## src/rtl/debounce.sv

```systemverilog
// debounce: multi-channel switch/key debouncer.
//   Each channel synchronizes its raw input through a SYNC_STAGES-deep flop chain, then accepts
//   a new level only after it has been sampled unchanged for STABLE_CYCLES consecutive cycles.
//   All state updates happen on the falling edge of i_Clk.
// Ports:
//   i_Clk     - clock (falling-edge active)
//   i_Rst     - asynchronous active-low reset
//   i_Data    - raw asynchronous levels, one bit per channel
//   o_Data    - debounced, registered levels
//   o_Changed - one-cycle strobe per channel when the matching o_Data bit toggles
module debounce #(
  parameter int WIDTH         = 8,
  parameter int STABLE_CYCLES = 1000,
  parameter int SYNC_STAGES   = 2
) (
  input  logic             i_Clk,
  input  logic             i_Rst,
  input  logic [WIDTH-1:0] i_Data,
  output logic [WIDTH-1:0] o_Data,
  output logic [WIDTH-1:0] o_Changed
);

  if (WIDTH < 1) begin : g_bad_width
    $error("debounce: WIDTH must be >= 1");
  end
  if (STABLE_CYCLES < 1) begin : g_bad_stable
    $error("debounce: STABLE_CYCLES must be >= 1");
  end
  if (SYNC_STAGES < 2) begin : g_bad_sync
    $error("debounce: SYNC_STAGES must be >= 2");
  end

  // Guarded so an illegal STABLE_CYCLES still elaborates far enough to report the error above.
  localparam int CntW = (STABLE_CYCLES < 1) ? 1 : $clog2(STABLE_CYCLES + 1);
  localparam logic [CntW-1:0] CntMax = CntW'(STABLE_CYCLES - 1);

  localparam logic [0:0] StIdle    = 1'b0;
  localparam logic [0:0] StPending = 1'b1;

  logic [WIDTH-1:0] r_sync [SYNC_STAGES];
  logic [WIDTH-1:0] w_sample;

  logic [WIDTH-1:0] r_state, w_state_d;
  logic [WIDTH-1:0] r_data, w_data_d;
  logic [WIDTH-1:0] r_changed, w_changed_d;
  logic [CntW-1:0]  r_cnt [WIDTH];
  logic [CntW-1:0]  w_cnt_d [WIDTH];

  always_ff @(negedge i_Clk or negedge i_Rst) begin
    if (!i_Rst) begin
      for (int k = 0; k < SYNC_STAGES; k++) begin
        r_sync[k] <= '0;
      end
    end else begin
      r_sync[0] <= i_Data;
      for (int k = 1; k < SYNC_STAGES; k++) begin
        r_sync[k] <= r_sync[k-1];
      end
    end
  end

  assign w_sample = r_sync[SYNC_STAGES-1];

  always_comb begin
    w_state_d   = r_state;
    w_data_d    = r_data;
    w_changed_d = '0;
    for (int c = 0; c < WIDTH; c++) begin
      w_cnt_d[c] = r_cnt[c];
      unique case (r_state[c])
        StIdle: begin
          if (w_sample[c] != r_data[c]) begin
            // A one-cycle stability window accepts on the very first differing sample.
            if (CntMax == '0) begin
              w_data_d[c]    = w_sample[c];
              w_changed_d[c] = 1'b1;
              w_cnt_d[c]     = '0;
            end else begin
              w_state_d[c] = StPending;
              w_cnt_d[c]   = CntW'(1);
            end
          end else begin
            w_cnt_d[c] = '0;
          end
        end
        StPending: begin
          if (w_sample[c] == r_data[c]) begin
            // Bounce back to the accepted level: drop the partial count.
            w_state_d[c] = StIdle;
            w_cnt_d[c]   = '0;
          end else if (r_cnt[c] == CntMax) begin
            w_data_d[c]    = w_sample[c];
            w_changed_d[c] = 1'b1;
            w_cnt_d[c]     = '0;
            w_state_d[c]   = StIdle;
          end else begin
            w_cnt_d[c] = r_cnt[c] + CntW'(1);
          end
        end
        default: begin
          w_state_d[c] = StIdle;
          w_cnt_d[c]   = '0;
        end
      endcase
    end
  end

  always_ff @(negedge i_Clk or negedge i_Rst) begin
    if (!i_Rst) begin
      r_state   <= {WIDTH{StIdle}};
      r_data    <= '0;
      r_changed <= '0;
      for (int c = 0; c < WIDTH; c++) begin
        r_cnt[c] <= '0;
      end
    end else begin
      r_state   <= w_state_d;
      r_data    <= w_data_d;
      r_changed <= w_changed_d;
      for (int c = 0; c < WIDTH; c++) begin
        r_cnt[c] <= w_cnt_d[c];
      end
    end
  end

  assign o_Data    = r_data;
  assign o_Changed = r_changed;

endmodule

```

## config.mk

```make
export PLATFORM = sky130hd
export DESIGN_NAME = debounce
export DESIGN_NICKNAME = d
export VERILOG_FILES = /design/src/rtl/debounce.sv
export SDC_FILE = /design/constraint.sdc
export NUM_CORES = 1
export LEC_CHECK = 0
export BUFFER_PORTS_ARGS = -buffer_cell sky130_fd_sc_hd__buf_2
export CAP_MARGIN = 20
export CORE_ASPECT_RATIO = 0.9
export CORE_MARGIN = 1.5
export CORE_UTILIZATION = 40
export CTS_BUF_LIST = sky130_fd_sc_hd__clkbuf_4 sky130_fd_sc_hd__clkbuf_8
export CTS_CLUSTER_DIAMETER = 120
export DETAILED_ROUTE_END_ITERATION = 8
export PLACE_DENSITY = 0.53
export SETUP_SLACK_MARGIN = 0.2
export SYNTH_ARGS = -nofsm -noshare
export SYNTH_HDL_FRONTEND = slang
export SYNTH_SLANG_ARGS = --single-unit
```

## constraint.sdc

```tcl
create_clock -name i_Clk -period 1.65 [get_ports i_Clk]
set_input_delay 0.33 -clock i_Clk [delete_from_list [all_inputs] [get_ports i_Clk]]
set_output_delay 0.33 -clock i_Clk [all_outputs]
set_load 0.1 [all_outputs]
```

==> Yosys cells after proc, flatten, opt, wreduce, memory -nomap -nowiden <==
Index checks and enable logic that the tools add are counted.
Widths: inputs -> output; s select.
{ "classes": {"n_addsub": 8, "n_eq_ne": 24, "mux": 88, "n_bitwise": 16, "n_reduce_logical": 8} }
{ "ops": {"columns": ["operator", "n"], "rows": [
  ["$mux 10", 16],
  ["$pmux 10 s2", 8],
  ["$add 10x1->10 const B", 8],
  ["$eq 10x10->1 const B", 8],
  ["$mux 1", 56],
  ["$reduce_and 3->1", 8],
  ["$not 1->1", 16],
  ["$pmux 1 s2", 8],
  ["$eq 1x1->1", 8],
  ["$ne 1x1->1", 8]
]} }
{ "totals": {"ff_bits": 120, "in_bits": 10, "output_inout_bits": 16, "wordCells": 164} }

==> Logic depth before layout (Yosys ltp) <==
Gate-level depths: netlist of run 1.
{ "depth": {"depth_word": 4, "ltp_mapped": 6, "mapped_depth_nobuf": 5} }

==> impl_results.md, run 1 <==
* Arrival time reported for the critical path endpoint at 1850 ps
* Leading cell type in the layout, fill and taps excluded: dfrtn_1
* Syn avg cell area at 10.8 µm²
* Port Buffers at 25
* Hold path startpoint: r_sync[15]$_DFF_NN0_
* Utilization after layout at 62.4%
* Transition time at the pin with the least slew margin at 338 ps
* Total count of max-transition violations in the final report at 0
* Critical R2R Launch: r_cnt[69]$_DFF_NN0_
* Total overflow reported by the global router at 0
* Mux cell area share after synthesis at 1.84%
* Area delta synth->final at 49.9%
* Total power density per cell area at 827 nW/µm²
* Cts bufs inserted at 17
* Top-area cell type share of the netlist area at 58.8%
* Share of synthesized cell area in full adder, half adder and majority cells at 1.96%
* Post-synth EDFFs at 0
* Initial core utilization at 41.6%
* Number of nets produced by synthesis at 489
* Core region area at 12300 µm²
* Via density per instance at 4.87
* Clock tree skew after final layout at 8.23 ps
* Number of detailed-route iterations in the first pass at 4
* Smallest hold slack at 294 ps
* Via count at 3791
* Launch point of the critical path: o_Data[3]$_DFFE_NN0P_
* Global-route wire length before repair at 16800 µm
* Share of the yosys chip area belonging to registers at 58.8%
* Tot GR Track Use at 16.1%
* Failing checks: negative setup slack
* Leak at 3.34 nW
* Post-Synth Simple-Gate Area at 21.7%
* Post-synth ARST share at 100%
* Worst setup margin at -534 ps
* Latest clock arrival within the worst-skew pair at 390 ps
* Combinational family with the most area after synthesis: simple AND/OR/NAND/NOR gates
* Horizontal die dimension at 122 µm
* Clock Tree Buf Depth at 2
* Top cell type by total area after synthesis: dfrtn_1
* Pin count of the biggest net entering global routing at 46
* Commonest non-fill, non-tap cells in the layout: dfrtn_1 (120), buf_4 (82), xnor2_1 (45)
* Clock input transition at the sequential cells of the worst setup and hold paths at 50 ps
* Post-DR wirelength/cell at 13.5 µm
* Post-synthesis cell type count at 25
* Final Cell Area at 7660 µm²
* Element type at the critical path end: output pin
* Startpoint Class: flip-flop
* Full die area at 13500 µm²
* Max stage delay cell, worst path: dfrtn_1
* Hold violation total from the final report at 0
* Cell Area, Placed at 6210 µm²
* Via count of the first global-routing pass at 3738
* Dominant register cell in the synthesized netlist: dfrtn_1
* Yosys warning total at 0
* H-tree depth at 4
* XOR/XNOR Fraction of Synth Area at 12.3%
* CTS tree: built
* Biggest area contributors in the synthesized netlist: dfrtn_1 (59%), xnor2_1 (9.1%), nor2_1 (6.3%), nor3_1 (3.5%), xor2_1 (3.3%)
* Count of hold buffers inserted by post-cts repair at 0
* Violation count after the first detailed-route iteration at 155
* Residual DRC count at 0
* DP Wirelength at 6220 µm
* Worst slew margin at 77.3%
* CP Max Fanout at 2
* Height of the chip at 110 µm
* Number of antenna violations at the first check in global routing at 0
* Final setup fails at 16
* Final antenna diode count at 0
* Number of placement rows at 38
* Number of antenna-violating nets in the routed design at 0
* Data required time at the worst endpoint at 1320 ps
* Max-cap violations at 0
* Status: complete, but fails checks
* FF+latch count, synth at 120
* Longest individual stage delay on the worst path at 460 ps
* Crit Path Category: reg2out
* Peak supply drop at 0.000616 V
* Area fraction in compound gates after synthesis at 1.89%
* Clk sinks at 120
* Hold Crit Class: reg2reg
* CP cell instances: buf_12
* Post-synth design cell area at 5110 µm²
* Routability Congestion at 0.800
* Nets@finish at 625
* WL final at 10500 µm
* Largest delay share family, worst path: flip-flops
* Unrepaired setup endpoints after global routing: yes
* CTS Root Buffer Type: clkbuf_8
* Layout cells sized above 1 at 45.2%
* Worst path buffer plus inverter count at 1
* Post-synthesis instance total at 471
* Count of boundary I/O pins at 26
==> through the flow <==
step           setup slack [ps]  TNS (ps)  instances  power [mW]
6_report                   -534     -8230        779        6.33
5_1_grt                    -586     -8850        779        6.59
4_1_cts                    -558     -8590        758        6.32
3_5_place_dp               -180     -1890        712        3.38
3_3_place_gp               -163     -1800        712        3.37
2_1_floorplan              -496    -20330        471        3.23
==> report_power, final <==
group	total (mW)	internal [mW]	switching (mW)
clock	2.90	1.76	1.14
combinational	0.353	0.166	0.187
sequential	3.08	3.02	0.0571
==> area by class of cell <==
cell class	count	area (µm²)
clock buffer	22	284
tap	160	200
multi-input combinational	335	2760
fill	943	4610
timing repair buffer	125	1230
sequential	120	3000
inverter	8	30.0
clock inverter	9	148
==> cells in the mapped netlist (7+ instances only) <==
library cell / instances
inv_1: 8
buf_2: 7
nand4_1: 11
xor2_1: 19
a21oi_1: 8
nor3_1: 36
mux2_2: 7
ha_1: 8
nand4b_1: 7
xnor2_1: 53
o22ai_1: 7
nand2_1: 33
nor4_1: 7
nor2_1: 86
nand3_1: 26
dfrtn_1: 120
nand2b_1: 8
or2_1: 7
==> layer usage <==
layer,vias to the layer above,track usage [%],routed length (µm)
li1,1871,-,-
met1,1850,20.9,4910
met2,51,25.7,5150
met3,19,4.17,279
met4,0,6.98,155
met5,-,0,0
==> cells by family after synthesis <==
| group | count (synthesis) |
|---|---|
| and+or+nand+nor | 231 |
| xor gates and xnor gates | 72 |
| muxes | 8 |
| buffers and inverters | 16 |
| adders and majority gates | 8 |
| DFF | 120 |
| AOI/OAI and AO/OA | 16 |
==> final timing paths <==
check                                    endpoint  slack, ps  cells past startpoint
min in group asynchronous  o_Changed[5]$_DFF_NN0_        650                      2
setup reg to reg              r_cnt[60]$_DFF_NN0_         80                      4
max in group asynchronous   o_Data[0]$_DFFE_NN0P_        720                      2
setup / recovery                        o_Data[3]       -530                      1
hold / removal              w_sample[7]$_DFF_NN0_        290                      0
hold reg to reg             w_sample[7]$_DFF_NN0_        290                      0
==> repair_timing <==
| action | CTS | global route |
|---|---|---|
| gates cloned | 0 | 0 |
| setup endpoints to repair | 80 | 91 |
| gates resized for setup | 56 | 122 |
| pin swaps | 32 | 50 |
| buffers inserted | 15 | 21 |
==> sequential cells by signal (all words and copies together), names as in the netlist <==
signal	flops
o_Data	8
o_Changed	8
w_sample	8
r_state	8
r_sync	8
r_cnt	80
(Power assumes the default switching activity.)
==> inputs of run 2 (changes only) <==
Settings changed: CTS_BUF_LIST sky130_fd_sc_hd__clkbuf_4 sky130_fd_sc_hd__clkbuf_8 to sky130_fd_sc_hd__clkbuf_8, TNS_END_PERCENT set to 30.
==> run 2 against run 1 <==
Net effect: the flow still finishes with violations (negative setup slack); first-iteration DRC count is 19% higher; sequential share of layout area up 0.090 points; total power down 7.2%; design area down 0.23%; critical path type unchanged; highest routed layer unchanged.
==> impl_results.md, run 2 (synthesized netlist as in run 1, its figures left out) <==
* Total overflow reported by the global router at 0
* Unrepaired setup endpoints after global routing: yes
* Worst path buffer plus inverter count at 1
* WL final at 10600 µm
* Horizontal die dimension at 122 µm
* Nets@finish at 628
* Largest delay share family, worst path: flip-flops
* Count of boundary I/O pins at 26
* Leak at 3.28 nW
* DP Wirelength at 6450 µm
* CP Max Fanout at 2
* Clock input transition at the sequential cells of the worst setup and hold paths at 50 ps
* Hold violation total from the final report at 0
* Number of flip-flops under the largest register name at 80
* Count of hold buffers inserted by post-cts repair at 0
* Number of antenna-violating nets in the routed design at 0
* Via count at 3783
* Final setup fails at 16
* Number of antenna violations at the first check in global routing at 0
* Crit Path Category: reg2out
* Layout cells sized above 1 at 45.1%
* Initial core utilization at 41.6%
* Via count of the first global-routing pass at 3722
* Tot GR Track Use at 16.3%
* Leading cell type in the layout, fill and taps excluded: dfrtn_1
* Startpoint Class: flip-flop
* Clock tree skew after final layout at 6.48 ps
* Utilization after layout at 62.3%
* Via density per instance at 4.83
* Worst setup margin at -542 ps
* Latest clock arrival within the worst-skew pair at 390 ps
* Reg2reg path depth at 5
* Arrival time reported for the critical path endpoint at 1860 ps
* Element type at the critical path end: output pin
* Worst slew margin at 76.8%
* Register with the most flip-flops: r_cnt
* Failing checks: negative setup slack
* Number of placement rows at 38
* Transition time at the pin with the least slew margin at 345 ps
* Status: complete, but fails checks
* Setup slack of the most critical reg-to-reg path at 50 ps
* Routability Congestion at 0.826
* Total power density per cell area at 770 nW/µm²
* Max stage delay cell, worst path: dfrtn_1
* Clk sinks at 120
* Critical R2R Launch: r_cnt[10]$_DFF_NN0_
* Final total power at 5.88 mW
* CTS Root Buffer Type: clkbuf_8
* Worst hold path stage count at 0
* Peak supply drop at 0.000524 V
* Hold path startpoint: r_sync[10]$_DFF_NN0_
* Global-route wire length before repair at 16800 µm
* Data required time at the worst endpoint at 1320 ps
* Area delta synth->final at 49.6%
* Commonest non-fill, non-tap cells in the layout: dfrtn_1 (120), buf_4 (85), xnor2_1 (42)
* WHS Endpoint: w_sample[2]$_DFF_NN0_
* Clock Tree Buf Depth at 2
* Violation count after the first detailed-route iteration at 184
* Height of the chip at 110 µm
* Hold Crit Class: reg2reg
* Post-DR wirelength/cell at 13.5 µm
* Setup total negative slack at -8320 ps
* CTS tree: built
* Full die area at 13500 µm²
* Total count of max-transition violations in the final report at 0
* Pin count of the biggest net entering global routing at 35
* Reg2Reg Capture Point: o_Data[6]$_DFFE_NN0P_
* CP cell instances: buf_12
* Max-cap violations at 0
* Port Buffers at 25
* H-tree depth at 4
* Cts bufs inserted at 17
* Core region area at 12300 µm²
* Residual DRC count at 0
* Final antenna diode count at 0
* Longest individual stage delay on the worst path at 460 ps
* Number of detailed-route iterations in the first pass at 6
-- run 2: per-stage QoR --
stage / cell area, µm² / hold slack [ps] / worst slack, ps / instances
after floorplan: 5120 / 292 / -496 / 471
after global placement: 6300 / 295 / -131 / 729
after detailed placement: 6300 / 299 / -134 / 729
after CTS: 7020 / 299 / -565 / 769
after global routing: 7640 / 304 / -597 / 783
final: 7640 / 298 / -542 / 783
-- run 2: final cells by class --
| type | instances | area [µm²] |
|---|---|---|
| clock buffers | 21 | 289 |
| flip-flops and latches | 120 | 3000 |
| clock inverters | 11 | 82.6 |
| well taps | 160 | 200 |
| multi-input cells | 335 | 2770 |
| inverters | 8 | 30.0 |
| fillers | 982 | 4630 |
| repair buffers | 128 | 1270 |
-- run 2: report_power, final --
group | internal [mW] | total [mW] | switching (mW)
registers | 3.02 | 3.07 | 0.0486
logic | 0.175 | 0.376 | 0.201
clock network | 1.32 | 2.43 | 1.11
total | 4.52 | 5.88 | 1.36
-- run 2: worst max-delay path by stage --
| stage | from | to | slack (ps) | cells after the start |
|---|---|---|---|---|
| after floorplan | o_Data[1]$_DFFE_NN0P_ | o_Data[1] | -500 | 0 |
| after global placement | o_Data[3]$_DFFE_NN0P_ | o_Data[3] | -130 | 1 |
| after detailed placement | o_Data[3]$_DFFE_NN0P_ | o_Data[3] | -130 | 1 |
| after CTS | o_Data[3]$_DFFE_NN0P_ | o_Data[3] | -570 | 1 |
| after global routing | o_Data[3]$_DFFE_NN0P_ | o_Data[3] | -600 | 1 |
| final | o_Data[3]$_DFFE_NN0P_ | o_Data[3] | -540 | 1 |
-- run 2: what timing repair did --
item	in CTS	in global routing
hold endpoints to repair	0	0
gates resized for setup	70	119
buffers inserted	8	14
endpoints found under the setup margin	84	89
pin swaps	49	94
-- run 2: per-layer routing --
layer	routed length (µm)	GRT usage [%]	vias up
met2	5320	25.5	37
met5	0	0	-
met4	179	7.48	0
li1	-	-	1864
met3	314	5.20	15
met1	4750	20.8	1867
==> inputs of run 3 (changes only) <==
Settings changed: ABC_CLOCK_PERIOD_IN_PS set to 1650, CORE_UTILIZATION 40 to 50, PLACE_DENSITY 0.53 to 0.64.
==> run 3 against run 2 <==
Net effect: the flow still finishes with violations (negative setup slack); register-to-register slack is essentially flat; wire length shrank 4.5%; critical path depth is the same; clock power grew 5%; worst setup slack lost 8.2 ps; clock skew shrank 0.82 ps; sequential share of layout area grew 2.1 points; sequential power is essentially flat; first-iteration DRC count shrank 13%; design area shrank 5.1%; final cell count shrank 6.9%; non-clock buffer count shrank 20; largest power group unchanged.
==> impl_results.md, run 3 (synthesized netlist as in run 1, its figures left out) <==
* Minimum setup slack after placement at -153 ps
* Cts bufs inserted at 17
* Leading cell type in the layout, fill and taps excluded: dfrtn_1
* Longest individual stage delay on the worst path at 470 ps
* Count of hold buffers inserted by post-cts repair at 0
* Via count of the first global-routing pass at 3718
* Final setup fails at 16
* Nets@finish at 608
* Transition time at the pin with the least slew margin at 345 ps
* Commonest non-fill, non-tap cells in the layout: dfrtn_1 (120), buf_4 (72), xnor2_1 (48), nor2_1 (48), nand2_1 (27)
* Number of flip-flops under the largest register name at 80
* CP cell instances: buf_12
* Port Buffers at 25
* WHS Endpoint: w_sample[6]$_DFF_NN0_
* Initial core utilization at 52.2%
* Clock input transition at the sequential cells of the worst setup and hold paths at 50 ps
* Number of placement rows at 34
* Clock Tree Buf Depth at 2
* Count of placed standard cells in the final layout, fillers left out at 729
* # placed instances at 682
* Post-DR wirelength/cell at 13.8 µm
* Arrival time reported for the critical path endpoint at 1870 ps
* Area delta synth->final at 41.9%
* Setup total negative slack at -8290 ps
* Max stage delay cell, worst path: dfrtn_1
* Unrepaired setup endpoints after global routing: yes
* WL final at 10100 µm
* Number of antenna-violating nets in the routed design at 0
* Element type at the critical path end: output pin
* Routability Congestion at 0.800
* Data required time at the worst endpoint at 1320 ps
* CP Max Fanout at 2
* Leak at 3.13 nW
* Full die area at 10800 µm²
* Number of detailed-route iterations in the first pass at 4
* Tot GR Track Use at 19.9%
* Hold violation total from the final report at 0
* Height of the chip at 98.9 µm
* Critical R2R Launch: r_cnt[71]$_DFF_NN0_
* Final Cell Area at 7250 µm²
* Status: complete, but fails checks
* Setup slack of the most critical reg-to-reg path at 50 ps
* Violation count after the first detailed-route iteration at 161
* Clock tree skew after final layout at 5.66 ps
* Horizontal die dimension at 110 µm
* Clk sinks at 120
* DP Wirelength at 6250 µm
* Largest delay share family, worst path: flip-flops
* Total count of max-transition violations in the final report at 0
* Startpoint Class: flip-flop
* Via density per instance at 5.12
* Hold path startpoint: r_sync[14]$_DFF_NN0_
* Cell Area, Placed at 6150 µm²
* CTS tree: built
* Crit Path Category: reg2out
* Worst setup margin at -550 ps
* Register with the most flip-flops: r_cnt
* Via count at 3736
* Latest clock arrival within the worst-skew pair at 390 ps
* Final antenna diode count at 0
* Count of boundary I/O pins at 26
* Reg2Reg Capture Point: o_Data[0]$_DFFE_NN0P_
* Reg2reg path depth at 6
* Failing checks: negative setup slack
* Worst path buffer plus inverter count at 1
* CTS Root Buffer Type: clkbuf_8
* Number of antenna violations at the first check in global routing at 1
* Smallest hold slack at 298 ps
* Worst slew margin at 76.8%
* Core region area at 9780 µm²
* Pin count of the biggest net entering global routing at 41
* Max-cap violations at 0
* Worst hold path stage count at 0
* Layout cells sized above 1 at 41.1%
* Hold Crit Class: reg2reg
* Residual DRC count at 0
* Global-route wire length before repair at 16600 µm
* Total overflow reported by the global router at 0
* Total power density per cell area at 820 nW/µm²
* Peak supply drop at 0.000785 V
* H-tree depth at 4
## run 3: cell types whose count changed in the layout (fill, tap and decap cells not counted), sizes merged
cell / previous run / this run
clkinvlp: 3 / 5
bufinv: 1 / 2
clkbuf: 21 / 19
inv: 12 / 9
buf: 128 / 108
clkinv: 3 / 5
## run 3: timing repair
action                                  in CTS  in global routing
buffers inserted                             6                  9
gates resized for setup                     61                 82
pin swaps                                   30                 66
endpoints found under the setup margin      82                 87
## run 3: worst max-delay path by stage
stage,from,endpoint,slack (ps),cells past startpoint
after floorplan,o_Data[1]$_DFFE_NN0P_,o_Data[1],-500,0
after global placement,o_Data[4]$_DFFE_NN0P_,o_Data[4],-130,1
after detailed placement,o_Data[7]$_DFFE_NN0P_,o_Data[7],-150,1
after CTS,o_Data[7]$_DFFE_NN0P_,o_Data[7],-580,1
after global routing,o_Data[0]$_DFFE_NN0P_,o_Data[0],-600,1
final,o_Data[7]$_DFFE_NN0P_,o_Data[7],-550,1
## run 3: stage by stage
stage / util [%] / power [mW]
finish: 74.1 / 5.94
detailed placement: 62.9 / 3.37
global placement: 62.9 / 3.36
floorplan: - / 3.22
global route: 74.1 / 6.20
CTS: 70.0 / 5.97
## run 3: power by group
group / internal [mW] / leakage, nW / total (mW) / switching [mW]
registers: 3.02 / 1.60 / 3.08 / 0.0552
clock network: 1.40 / 0.191 / 2.54 / 1.13
logic: 0.152 / 1.33 / 0.329 / 0.177
## run 3: area by class of cell
cell class              instances  area [µm²]
repair buffers                108        1070
inverters                       8        30.0
clock buffers                  19         262
fillers                       682        2540
flip-flops and latches        120        3000
clock inverters                13         130
multi-input cells             335        2600
well taps                     126         158
## run 3: metal layers
| metal | up-vias | global-route usage, % | share of wire, % |
|---|---|---|---|
| met5 | - | 0 | 0.16 |
| met4 | 2 | 7.49 | 1.5 |
| met3 | 15 | 6.02 | 3.2 |
| met2 | 46 | 30.9 | 51 |
| met1 | 1845 | 26.3 | 44 |
| li1 | 1828 | - | - |
